<file path="src/rtl/sap1_control_sequencer_if.sv">
// +------------------------------------------------------------------+
// | Module   : sap1_control_sequencer_if                             |
// | Purpose  : Control-bus bundle between the SAP-1 sequencer and    |
// |            its datapath: clock enable, opcode, flags, step       |
// |            number and all load/output-enable lines.              |
// | Revision : 1.0 - initial release                                 |
// +------------------------------------------------------------------+
`default_nettype none

interface sap1_control_sequencer_if;
  logic       mclk_en;
  logic [3:0] i_opcode;
  logic       i_flag_carry;
  logic       i_flag_zero;
  logic [2:0] o_step;
  logic       o_pc_out;
  logic       o_pc_inc;
  logic       o_pc_load;
  logic       o_mar_load;
  logic       o_ram_out;
  logic       o_ram_load;
  logic       o_ir_load;
  logic       o_ir_out;
  logic       o_a_load;
  logic       o_a_out;
  logic       o_b_load;
  logic       o_alu_out;
  logic       o_alu_sub;
  logic       o_flags_load;
  logic       o_out_load;
  logic       o_halt;

  // Datapath side: supplies enable, opcode and flags, consumes controls.
  modport master (
    output mclk_en, i_opcode, i_flag_carry, i_flag_zero,
    input  o_step, o_pc_out, o_pc_inc, o_pc_load, o_mar_load,
           o_ram_out, o_ram_load, o_ir_load, o_ir_out, o_a_load,
           o_a_out, o_b_load, o_alu_out, o_alu_sub, o_flags_load,
           o_out_load, o_halt
  );

  // Sequencer side.
  modport slave (
    input  mclk_en, i_opcode, i_flag_carry, i_flag_zero,
    output o_step, o_pc_out, o_pc_inc, o_pc_load, o_mar_load,
           o_ram_out, o_ram_load, o_ir_load, o_ir_out, o_a_load,
           o_a_out, o_b_load, o_alu_out, o_alu_sub, o_flags_load,
           o_out_load, o_halt
  );
endinterface

`default_nettype wire

</file>
<file path="src/rtl/sap1_control_sequencer.sv">
// +------------------------------------------------------------------+
// | Module   : sap1_control_sequencer                                |
// | Purpose  : SAP-1 microcoded control sequencer. Steps T0..T4      |
// |            through fetch and execute, decodes the opcode and     |
// |            drives the datapath control lines combinationally.    |
// | Options  : SAP1_EARLY_RETURN_EN - when defined, each instruction |
// |            returns to T0 right after its last active step.       |
// | Revision : 1.0 - initial release                                 |
// +------------------------------------------------------------------+
`default_nettype none

module sap1_control_sequencer #(
  parameter int NUM_STEPS = 5
) (
  input  wire logic                  mclk,
  input  wire logic                  reset,
  sap1_control_sequencer_if.slave    bus
);

  typedef enum logic [2:0] {
    T0 = 3'd0,
    T1 = 3'd1,
    T2 = 3'd2,
    T3 = 3'd3,
    T4 = 3'd4
  } step_t;

  localparam logic [3:0] c_op_lda = 4'd0;
  localparam logic [3:0] c_op_add = 4'd1;
  localparam logic [3:0] c_op_sub = 4'd2;
  localparam logic [3:0] c_op_sta = 4'd3;
  localparam logic [3:0] c_op_ldi = 4'd4;
  localparam logic [3:0] c_op_jmp = 4'd5;
  localparam logic [3:0] c_op_jc  = 4'd6;
  localparam logic [3:0] c_op_jz  = 4'd7;
  localparam logic [3:0] c_op_out = 4'd14;
  localparam logic [3:0] c_op_hlt = 4'd15;

  // Final step of the full-length cycle; the counter wraps after it.
  localparam logic [2:0] c_last_step = 3'(NUM_STEPS - 1);

  step_t      r_step;
  logic       r_halt;

  logic [3:0] w_opcode;
  logic       w_hlt_t2;
  logic       w_early_last;
  logic       w_last_step;

  logic       w_pc_out;
  logic       w_pc_inc;
  logic       w_pc_load;
  logic       w_mar_load;
  logic       w_ram_out;
  logic       w_ram_load;
  logic       w_ir_load;
  logic       w_ir_out;
  logic       w_a_load;
  logic       w_a_out;
  logic       w_b_load;
  logic       w_alu_out;
  logic       w_alu_sub;
  logic       w_flags_load;
  logic       w_out_load;

  assign w_opcode = bus.i_opcode;
  assign w_hlt_t2 = (r_step == T2) && (w_opcode == c_op_hlt);

`ifdef SAP1_EARLY_RETURN_EN
  // Last active step of the current instruction; HLT never returns.
  always_comb begin
    w_early_last = 1'b0;
    case (w_opcode)
      c_op_lda, c_op_sta: w_early_last = (r_step == T3);
      c_op_add, c_op_sub: w_early_last = (r_step == T4);
      c_op_ldi, c_op_jmp, c_op_jc, c_op_jz, c_op_out:
                          w_early_last = (r_step == T2);
      c_op_hlt:           w_early_last = 1'b0;
      default:            w_early_last = (r_step == T1);
    endcase
  end
`else
  assign w_early_last = 1'b0;
`endif

  assign w_last_step = w_early_last || (r_step == step_t'(c_last_step));

  // Step counter and halt flag advance only on enabled edges.
  always_ff @(posedge mclk or posedge reset) begin
    if (reset) begin
      r_step <= T0;
      r_halt <= 1'b0;
    end else if (bus.mclk_en) begin
      if (r_halt) begin
        r_step <= T2;
      end else if (w_hlt_t2) begin
        r_halt <= 1'b1;
        r_step <= T2;
      end else if (w_last_step) begin
        r_step <= T0;
      end else begin
        r_step <= step_t'(r_step + 3'd1);
      end
    end
  end

  // Control word decode from step, opcode and flags; idle while halted.
  always_comb begin
    w_pc_out     = 1'b0;
    w_pc_inc     = 1'b0;
    w_pc_load    = 1'b0;
    w_mar_load   = 1'b0;
    w_ram_out    = 1'b0;
    w_ram_load   = 1'b0;
    w_ir_load    = 1'b0;
    w_ir_out     = 1'b0;
    w_a_load     = 1'b0;
    w_a_out      = 1'b0;
    w_b_load     = 1'b0;
    w_alu_out    = 1'b0;
    w_alu_sub    = 1'b0;
    w_flags_load = 1'b0;
    w_out_load   = 1'b0;
    if (!reset && !r_halt) begin
      case (r_step)
        T0: begin
          w_pc_out   = 1'b1;
          w_mar_load = 1'b1;
        end
        T1: begin
          w_ram_out = 1'b1;
          w_ir_load = 1'b1;
          w_pc_inc  = 1'b1;
        end
        T2: begin
          case (w_opcode)
            c_op_lda, c_op_add, c_op_sub, c_op_sta: begin
              w_ir_out   = 1'b1;
              w_mar_load = 1'b1;
            end
            c_op_ldi: begin
              w_ir_out = 1'b1;
              w_a_load = 1'b1;
            end
            c_op_jmp: begin
              w_ir_out  = 1'b1;
              w_pc_load = 1'b1;
            end
            c_op_jc: begin
              w_ir_out  = bus.i_flag_carry;
              w_pc_load = bus.i_flag_carry;
            end
            c_op_jz: begin
              w_ir_out  = bus.i_flag_zero;
              w_pc_load = bus.i_flag_zero;
            end
            c_op_out: begin
              w_a_out    = 1'b1;
              w_out_load = 1'b1;
            end
            default: ;
          endcase
        end
        T3: begin
          case (w_opcode)
            c_op_lda: begin
              w_ram_out = 1'b1;
              w_a_load  = 1'b1;
            end
            c_op_add, c_op_sub: begin
              w_ram_out = 1'b1;
              w_b_load  = 1'b1;
            end
            c_op_sta: begin
              w_a_out    = 1'b1;
              w_ram_load = 1'b1;
            end
            default: ;
          endcase
        end
        T4: begin
          if (w_opcode == c_op_add || w_opcode == c_op_sub) begin
            w_alu_out    = 1'b1;
            w_a_load     = 1'b1;
            w_flags_load = 1'b1;
            w_alu_sub    = (w_opcode == c_op_sub);
          end
        end
        default: ;
      endcase
    end
  end

  assign bus.o_step       = r_step;
  assign bus.o_pc_out     = w_pc_out;
  assign bus.o_pc_inc     = w_pc_inc;
  assign bus.o_pc_load    = w_pc_load;
  assign bus.o_mar_load   = w_mar_load;
  assign bus.o_ram_out    = w_ram_out;
  assign bus.o_ram_load   = w_ram_load;
  assign bus.o_ir_load    = w_ir_load;
  assign bus.o_ir_out     = w_ir_out;
  assign bus.o_a_load     = w_a_load;
  assign bus.o_a_out      = w_a_out;
  assign bus.o_b_load     = w_b_load;
  assign bus.o_alu_out    = w_alu_out;
  assign bus.o_alu_sub    = w_alu_sub;
  assign bus.o_flags_load = w_flags_load;
  assign bus.o_out_load   = w_out_load;
  assign bus.o_halt       = !reset && (r_halt || w_hlt_t2);

endmodule

`default_nettype wire
</file>
<file path="src/flat_wrapper.sv">
// flat-port wrapper written by rule: the top's interface ports become plain ports
module sap1_control_sequencer_flat 
#(
  parameter int NUM_STEPS = 5
)
  (mclk, reset, bus_mclk_en, bus_i_opcode, bus_i_flag_carry, bus_i_flag_zero, bus_o_step, bus_o_pc_out, bus_o_pc_inc, bus_o_pc_load, bus_o_mar_load, bus_o_ram_out, bus_o_ram_load, bus_o_ir_load, bus_o_ir_out, bus_o_a_load, bus_o_a_out, bus_o_b_load, bus_o_alu_out, bus_o_alu_sub, bus_o_flags_load, bus_o_out_load, bus_o_halt);
  sap1_control_sequencer_if bus_i ();
  input  wire logic mclk;
  input  wire logic reset;
  input wire logic [$bits(bus_i.mclk_en)-1:0] bus_mclk_en;
  input wire logic [$bits(bus_i.i_opcode)-1:0] bus_i_opcode;
  input wire logic [$bits(bus_i.i_flag_carry)-1:0] bus_i_flag_carry;
  input wire logic [$bits(bus_i.i_flag_zero)-1:0] bus_i_flag_zero;
  output wire logic [$bits(bus_i.o_step)-1:0] bus_o_step;
  output wire logic [$bits(bus_i.o_pc_out)-1:0] bus_o_pc_out;
  output wire logic [$bits(bus_i.o_pc_inc)-1:0] bus_o_pc_inc;
  output wire logic [$bits(bus_i.o_pc_load)-1:0] bus_o_pc_load;
  output wire logic [$bits(bus_i.o_mar_load)-1:0] bus_o_mar_load;
  output wire logic [$bits(bus_i.o_ram_out)-1:0] bus_o_ram_out;
  output wire logic [$bits(bus_i.o_ram_load)-1:0] bus_o_ram_load;
  output wire logic [$bits(bus_i.o_ir_load)-1:0] bus_o_ir_load;
  output wire logic [$bits(bus_i.o_ir_out)-1:0] bus_o_ir_out;
  output wire logic [$bits(bus_i.o_a_load)-1:0] bus_o_a_load;
  output wire logic [$bits(bus_i.o_a_out)-1:0] bus_o_a_out;
  output wire logic [$bits(bus_i.o_b_load)-1:0] bus_o_b_load;
  output wire logic [$bits(bus_i.o_alu_out)-1:0] bus_o_alu_out;
  output wire logic [$bits(bus_i.o_alu_sub)-1:0] bus_o_alu_sub;
  output wire logic [$bits(bus_i.o_flags_load)-1:0] bus_o_flags_load;
  output wire logic [$bits(bus_i.o_out_load)-1:0] bus_o_out_load;
  output wire logic [$bits(bus_i.o_halt)-1:0] bus_o_halt;
  assign bus_i.mclk_en = bus_mclk_en;
  assign bus_i.i_opcode = bus_i_opcode;
  assign bus_i.i_flag_carry = bus_i_flag_carry;
  assign bus_i.i_flag_zero = bus_i_flag_zero;
  assign bus_o_step = bus_i.o_step;
  assign bus_o_pc_out = bus_i.o_pc_out;
  assign bus_o_pc_inc = bus_i.o_pc_inc;
  assign bus_o_pc_load = bus_i.o_pc_load;
  assign bus_o_mar_load = bus_i.o_mar_load;
  assign bus_o_ram_out = bus_i.o_ram_out;
  assign bus_o_ram_load = bus_i.o_ram_load;
  assign bus_o_ir_load = bus_i.o_ir_load;
  assign bus_o_ir_out = bus_i.o_ir_out;
  assign bus_o_a_load = bus_i.o_a_load;
  assign bus_o_a_out = bus_i.o_a_out;
  assign bus_o_b_load = bus_i.o_b_load;
  assign bus_o_alu_out = bus_i.o_alu_out;
  assign bus_o_alu_sub = bus_i.o_alu_sub;
  assign bus_o_flags_load = bus_i.o_flags_load;
  assign bus_o_out_load = bus_i.o_out_load;
  assign bus_o_halt = bus_i.o_halt;
  sap1_control_sequencer #(.NUM_STEPS(NUM_STEPS)) u_core (.mclk(mclk), .reset(reset), .bus(bus_i));
endmodule
</file>
<file path="config.mk">
export PLATFORM = sky130hd
export DESIGN_NAME = sap1_control_sequencer_flat
export DESIGN_NICKNAME = d
export VERILOG_FILES = /design/src/rtl/sap1_control_sequencer_if.sv /design/src/rtl/sap1_control_sequencer.sv /design/src/flat_wrapper.sv
export SDC_FILE = /design/constraint.sdc
export NUM_CORES = 1
export LEC_CHECK = 0
export CAP_MARGIN = 0
export CORE_MARGIN = 2
export CORE_UTILIZATION = 35
export CTS_CLUSTER_SIZE = 28
export DETAILED_ROUTE_END_ITERATION = 6
export PLACE_DENSITY = 0.73
export SLEW_MARGIN = 20
export SYNTH_ARGS = -nofsm -noshare
export SYNTH_HDL_FRONTEND = slang
export SYNTH_SLANG_ARGS = --single-unit
</file>
<file path="constraint.sdc">
create_clock -name mclk -period 2.09 [get_ports mclk]
set_input_delay 0.418 -clock mclk [delete_from_list [all_inputs] [get_ports mclk]]
set_output_delay 0.418 -clock mclk [all_outputs]
set_load 0.01 [all_outputs]
</file>
* Word level (Yosys, flattened, before mapping) *
Index checks and enable logic that the tools add are counted.

operators by class
  add/subtract/negate cells = 1
  equal/unequal tests = 13
  mux-type cells = 42
  reduce and logical (&&, ||, !) cells = 13

operators with widths
  operator                                                         number
  1-bit 2-to-1 mux                                                 33
  4-bit by 3-bit == test with 1-bit output, second input constant  4
  3-bit 2-to-1 mux                                                 3
  1-bit case mux with 3 select lines                               3
  4-bit by 2-bit == test with 1-bit output, second input constant  2
  4-bit == test, second input constant                             2
  3-bit by 2-bit == test with 1-bit output, second input constant  2
  1-bit case mux with 2 select lines                               3
  6-bit OR reduction                                               1
  4-bit by 1-bit == test with 1-bit output, second input constant  1
  4-bit zero test                                                  1
  4-bit OR reduction                                               1
  3-bit by 1-bit adder with 3-bit output, second input constant    1
  3-bit by 1-bit == test with 1-bit output, second input constant  1
  3-bit == test, second input constant                             1
  1-bit logical AND                                                3
  3-bit zero test                                                  1
  3-bit OR reduction                                               1
  1-bit zero test                                                  2
  1-bit logical OR                                                 2
  2-bit OR reduction                                               1

storage, ports and cells
  register bits = 4
  input bits = 9
  word-level logic and storage cells = 71

* Depth between registers and ports, before layout *
Gate-level depths: netlist of run 1.

  depth in word-level cells = 5
  mapped depth = 6
  gate-level depth less buffers = 5

* Least setup slack after synthesis of run 1 *
OpenSTA, ideal clock, no wires.

  path type = flip-flop to output port
  from = reg u_core.r_step[0], in the netlist u_core.bus.o_step[0]
  to = out bus_o_a_out
  arrival time = 1.721 ns
  path slack = -0.049 ns
  cell stages (with the launch flop) = 6
  buffers on the path = 0
  cell sequence = dfrtp_1 inv_1 ha_1 nand3_1 or3_1 a2111oi_2

between the ends
  longest elaborated chain between the ends = 3
  elaborated cells on any way between the ends = 4

RTL lines
  what                                      RTL line                       source
  start, declared                           sap1_control_sequencer.sv:42   step_t r_step;
  start signal, assigned                    sap1_control_sequencer.sv:102  r_step <= step_t'(r_step + 3'd1);
  3-bit by 2-bit == test with 1-bit output  sap1_control_sequencer.sv:125  case (r_step)
  1-bit case mux with 2 select lines *      sap1_control_sequencer.sv:125
  1-bit 2-to-1 mux *                        sap1_control_sequencer.sv:124  if (!reset && !r_halt) begin
  end, declared                             flat_wrapper.sv:24             output wire logic [$bits(bus_i.o_a_out)-1:0] bus_o_a_out;

Mark *: on every way between the ends. The rest lies on a longest branch, timed or not.

* Worst setup path after layout of run 1 *
Same ends and word-level chain as after synthesis.

==> flow_metrics.tcl, run 1 <==
set metrics [dict create \
    status "complete, but fails checks" \
    violations "setup timing" \
    clk_pin_slew_worst_paths_ns 0.04 \
    cp_data_arrival_time_ns 1.86 \
    fin_crit_sh_pct 109 \
    ys_seq_area_share_pct 19.3 \
    antenna_found_initial 0 \
    power.leakage_uw 0.000518 \
    grtUsageTotal_pct 24.2 \
    reg2reg_slack_ns 0.47 \
    pin_count 28 \
    cts-root-buf "clkbuf_4" \
    dieArea_mm2 0.00181 \
    start_util_pct 38.5 \
    core-area_mm2 0.00135 \
    r2r_start "u_core.bus.o_step[0]" \
    num_vias 781 \
    slew_violations 0 \
    cts.htree.levels 1 \
    slew_headroom_pct 80.5 \
    critPathKind "register to output port" \
    startpoint_type "register" \
    wl_mm 2.22 \
    wl_per_cell_um 15.8 \
    maxCapViolCount 0 \
    grt_pass1_wl_mm 3.35 \
    place_ws_ns -0.745 \
    drive_gt1_share_pct 52.4 \
    die_y_um 42.5 \
    ant_nets 0 \
    p_total_uw 240 \
    remaining_drc_errors 0 \
    synth-edff-count 0 \
    clk_latency_ns 0.23 \
    cp-end-kind "output port" \
    dp_hpwl_mm 1.43 \
    rsz0062_at_grt "true" \
    synth_cells 69 \
    synth_area_um2 519 \
    layout_setup_ws_ns -0.185 \
    hold_viol 0 \
    whs_ns 0.305 \
    cts_buffer_depth 2 \
    crit-reg2reg-capture "u_core.bus.o_step[0]" \
    yosys_warnings 0 \
    fin_cells 141 \
    fin_worst_skew_ns 0.00308 \
    synth.distinct_cells 31 \
    first_iter_violations 17 \
    drtPass1Iterations 4 \
    fin_crit_ns 2.27 \
    diodes 0 \
    synth_ff_type "dfrtp_1" \
    overflow 0 \
    tns_ns -0.358 \
    final_nets 142 \
    syn_to_final_growth_pct 115 \
    cts.sinks 4 \
    ys_seq_elements 4 \
    die_w_um 42.5 \
    fmax_mhz 440 \
    grt_pass1_vias 795 \
    placed_cells 135 \
    rows 13 \
    syn-num-nets 83 \
    cts_tree "built" \
    syn_area_per_cell_um2 7.53 \
    async_flop_share_pct 100 \
    cts_buffers 3 \
    p_per_area_mw_per_mm2 215 \
    critPathRequiredTime_ns 1.67 \
    worstMarginPinSlew_ns 0.289 \
    setup_viol_count_final 3 \
    min_path_type "input port to asynchronous set/reset pin" \
    reg2regPathDepth 7 \
    grt_max_degree 12 \
    place.gp.congestion 0.815 \
    crit_path_max_fanout 2 \
    ir_drop_mv 0.264 \
    port_buffers 27 \
    vias_per_cell 5.54 \
]
-- worst max-delay path by stage --
stage | start | to | depth (start not counted)
after global placement | reset | bus_o_a_out | 5
after detailed placement | reset | bus_o_a_out | 5
after global routing | u_core.bus.o_step[0] | bus_o_a_out | 6
after floorplan | u_core.bus.o_step[0] | bus_o_a_out | 5
after CTS | u_core.bus.o_step[2] | bus_o_a_out | 4
final | u_core.bus.o_step[0] | bus_o_a_out | 6
-- layout by cell type, fill, tap and decap left out, drive strengths merged --
cell type       n
a22oi           1
dlygate4sd2     4
clkdlybuf4s15   6
a211oi          1
and2            3
nand3           2
nor3            2
a41o            1
a21boi          1
clkdlybuf4s50   6
a21oi           2
o21bai          1
a32o            1
a31o            1
dfrtp           4
o41ai           1
or2             1
nand2b          4
a2111oi         3
clkbuf          5
nand4           2
inv             8
buf            39
or3             2
nand2           3
ha              5
nand3b          2
nor2           11
o21ai           1
o21a            1
o31a            1
a41oi           1
-- Yosys cell counts (2+ instances only) --
| cell | count | share of area [%] |
|---|---|---|
| a2111oi_0 | 2 | 3.4 |
| a21oi_1 | 2 | 1.9 |
| and2_1 | 3 | 3.6 |
| buf_4 | 2 | 2.9 |
| dfrtp_1 | 4 | 19 |
| ha_1 | 5 | 12 |
| inv_1 | 8 | 5.8 |
| nand2_1 | 3 | 2.2 |
| nand2b_1 | 4 | 4.8 |
| nand3_1 | 2 | 1.9 |
| nand3b_1 | 2 | 2.9 |
| nand4_1 | 2 | 2.4 |
| nor2_1 | 11 | 8.0 |
| nor3_1 | 2 | 1.9 |
-- registers in the layout, indices dropped and copies added (netlist names) --
signal / count
u_core.r_halt: 1
u_core.bus.o_step: 3
-- routing by layer --
layer / routed length, um / track usage (%) / up-vias
met3: 116 / 5.17 / 10
met4: 71 / 13.1 / 0
met2: 1150 / 43.7 / 45
met1: 881 / 25.8 / 366
met5: 0 / 0 / -
li1: - / - / 360
-- final cells by class --
| cell class | instances | area (um^2) |
|---|---|---|
| Clock buffer | 3 | 22.5 |
| Fill cell | 89 | 234 |
| Inverter | 8 | 30.0 |
| Multi-Input combinational cell | 54 | 494 |
| Sequential cell | 4 | 101 |
| Tap cell | 15 | 18.8 |
| Timing Repair Buffer | 57 | 449 |
-- through the flow --
stage / cell area [um^2] / utilization (%)
floorplan: 532 / -
global placement: 1000 / 74.4
detailed placement: 1000 / 74.4
CTS: 1060 / 78.4
global route: 1120 / 82.7
finish: 1120 / 82.7
-- timing repair --
action | CTS | global route
setup endpoints to repair | 16 | 13
resized for setup | 63 | 23
pin swaps | 8 | 10
buffers inserted | 1 | 2
hold buffers | 0 | 0
-- worst max-delay path: stages (launching register included) --
cell and delay (ns):
dfrtp_1 0.39, inv_2 0.09, ha_4 0.15, nand3_2 0.10, or3_4 0.39, a2111oi_4 0.33
buf_2 0.18
-- power by group --
group	internal [uW]	total, uW	switching [uW]
registers	77.9	77.9	0.0000000000000374
clock network	64.0	92.2	28.2
logic	34.3	70.1	35.9
-- kinds of logic after synthesis --
logic type	Yosys count	share of synthesized area, %
AOI/OAI and AO/OA	17	27.0
adders and majority gates	5	12.0
buffers and inverters	11	9.40
and+or+nand+nor	32	32.3
DFF	4	19.3
No activity file was read; power rests on OpenSTA's default activity.
==> run 2, diff against run 1 <==
CAP_MARGIN = not set   (was 0)
HOLD_SLACK_MARGIN = 0.08   (was not set)
SLEW_MARGIN = 5   (was 20)
==> results of run 2 <==
Same layout as run 1: the final DEF is identical, and so are final timing and power.
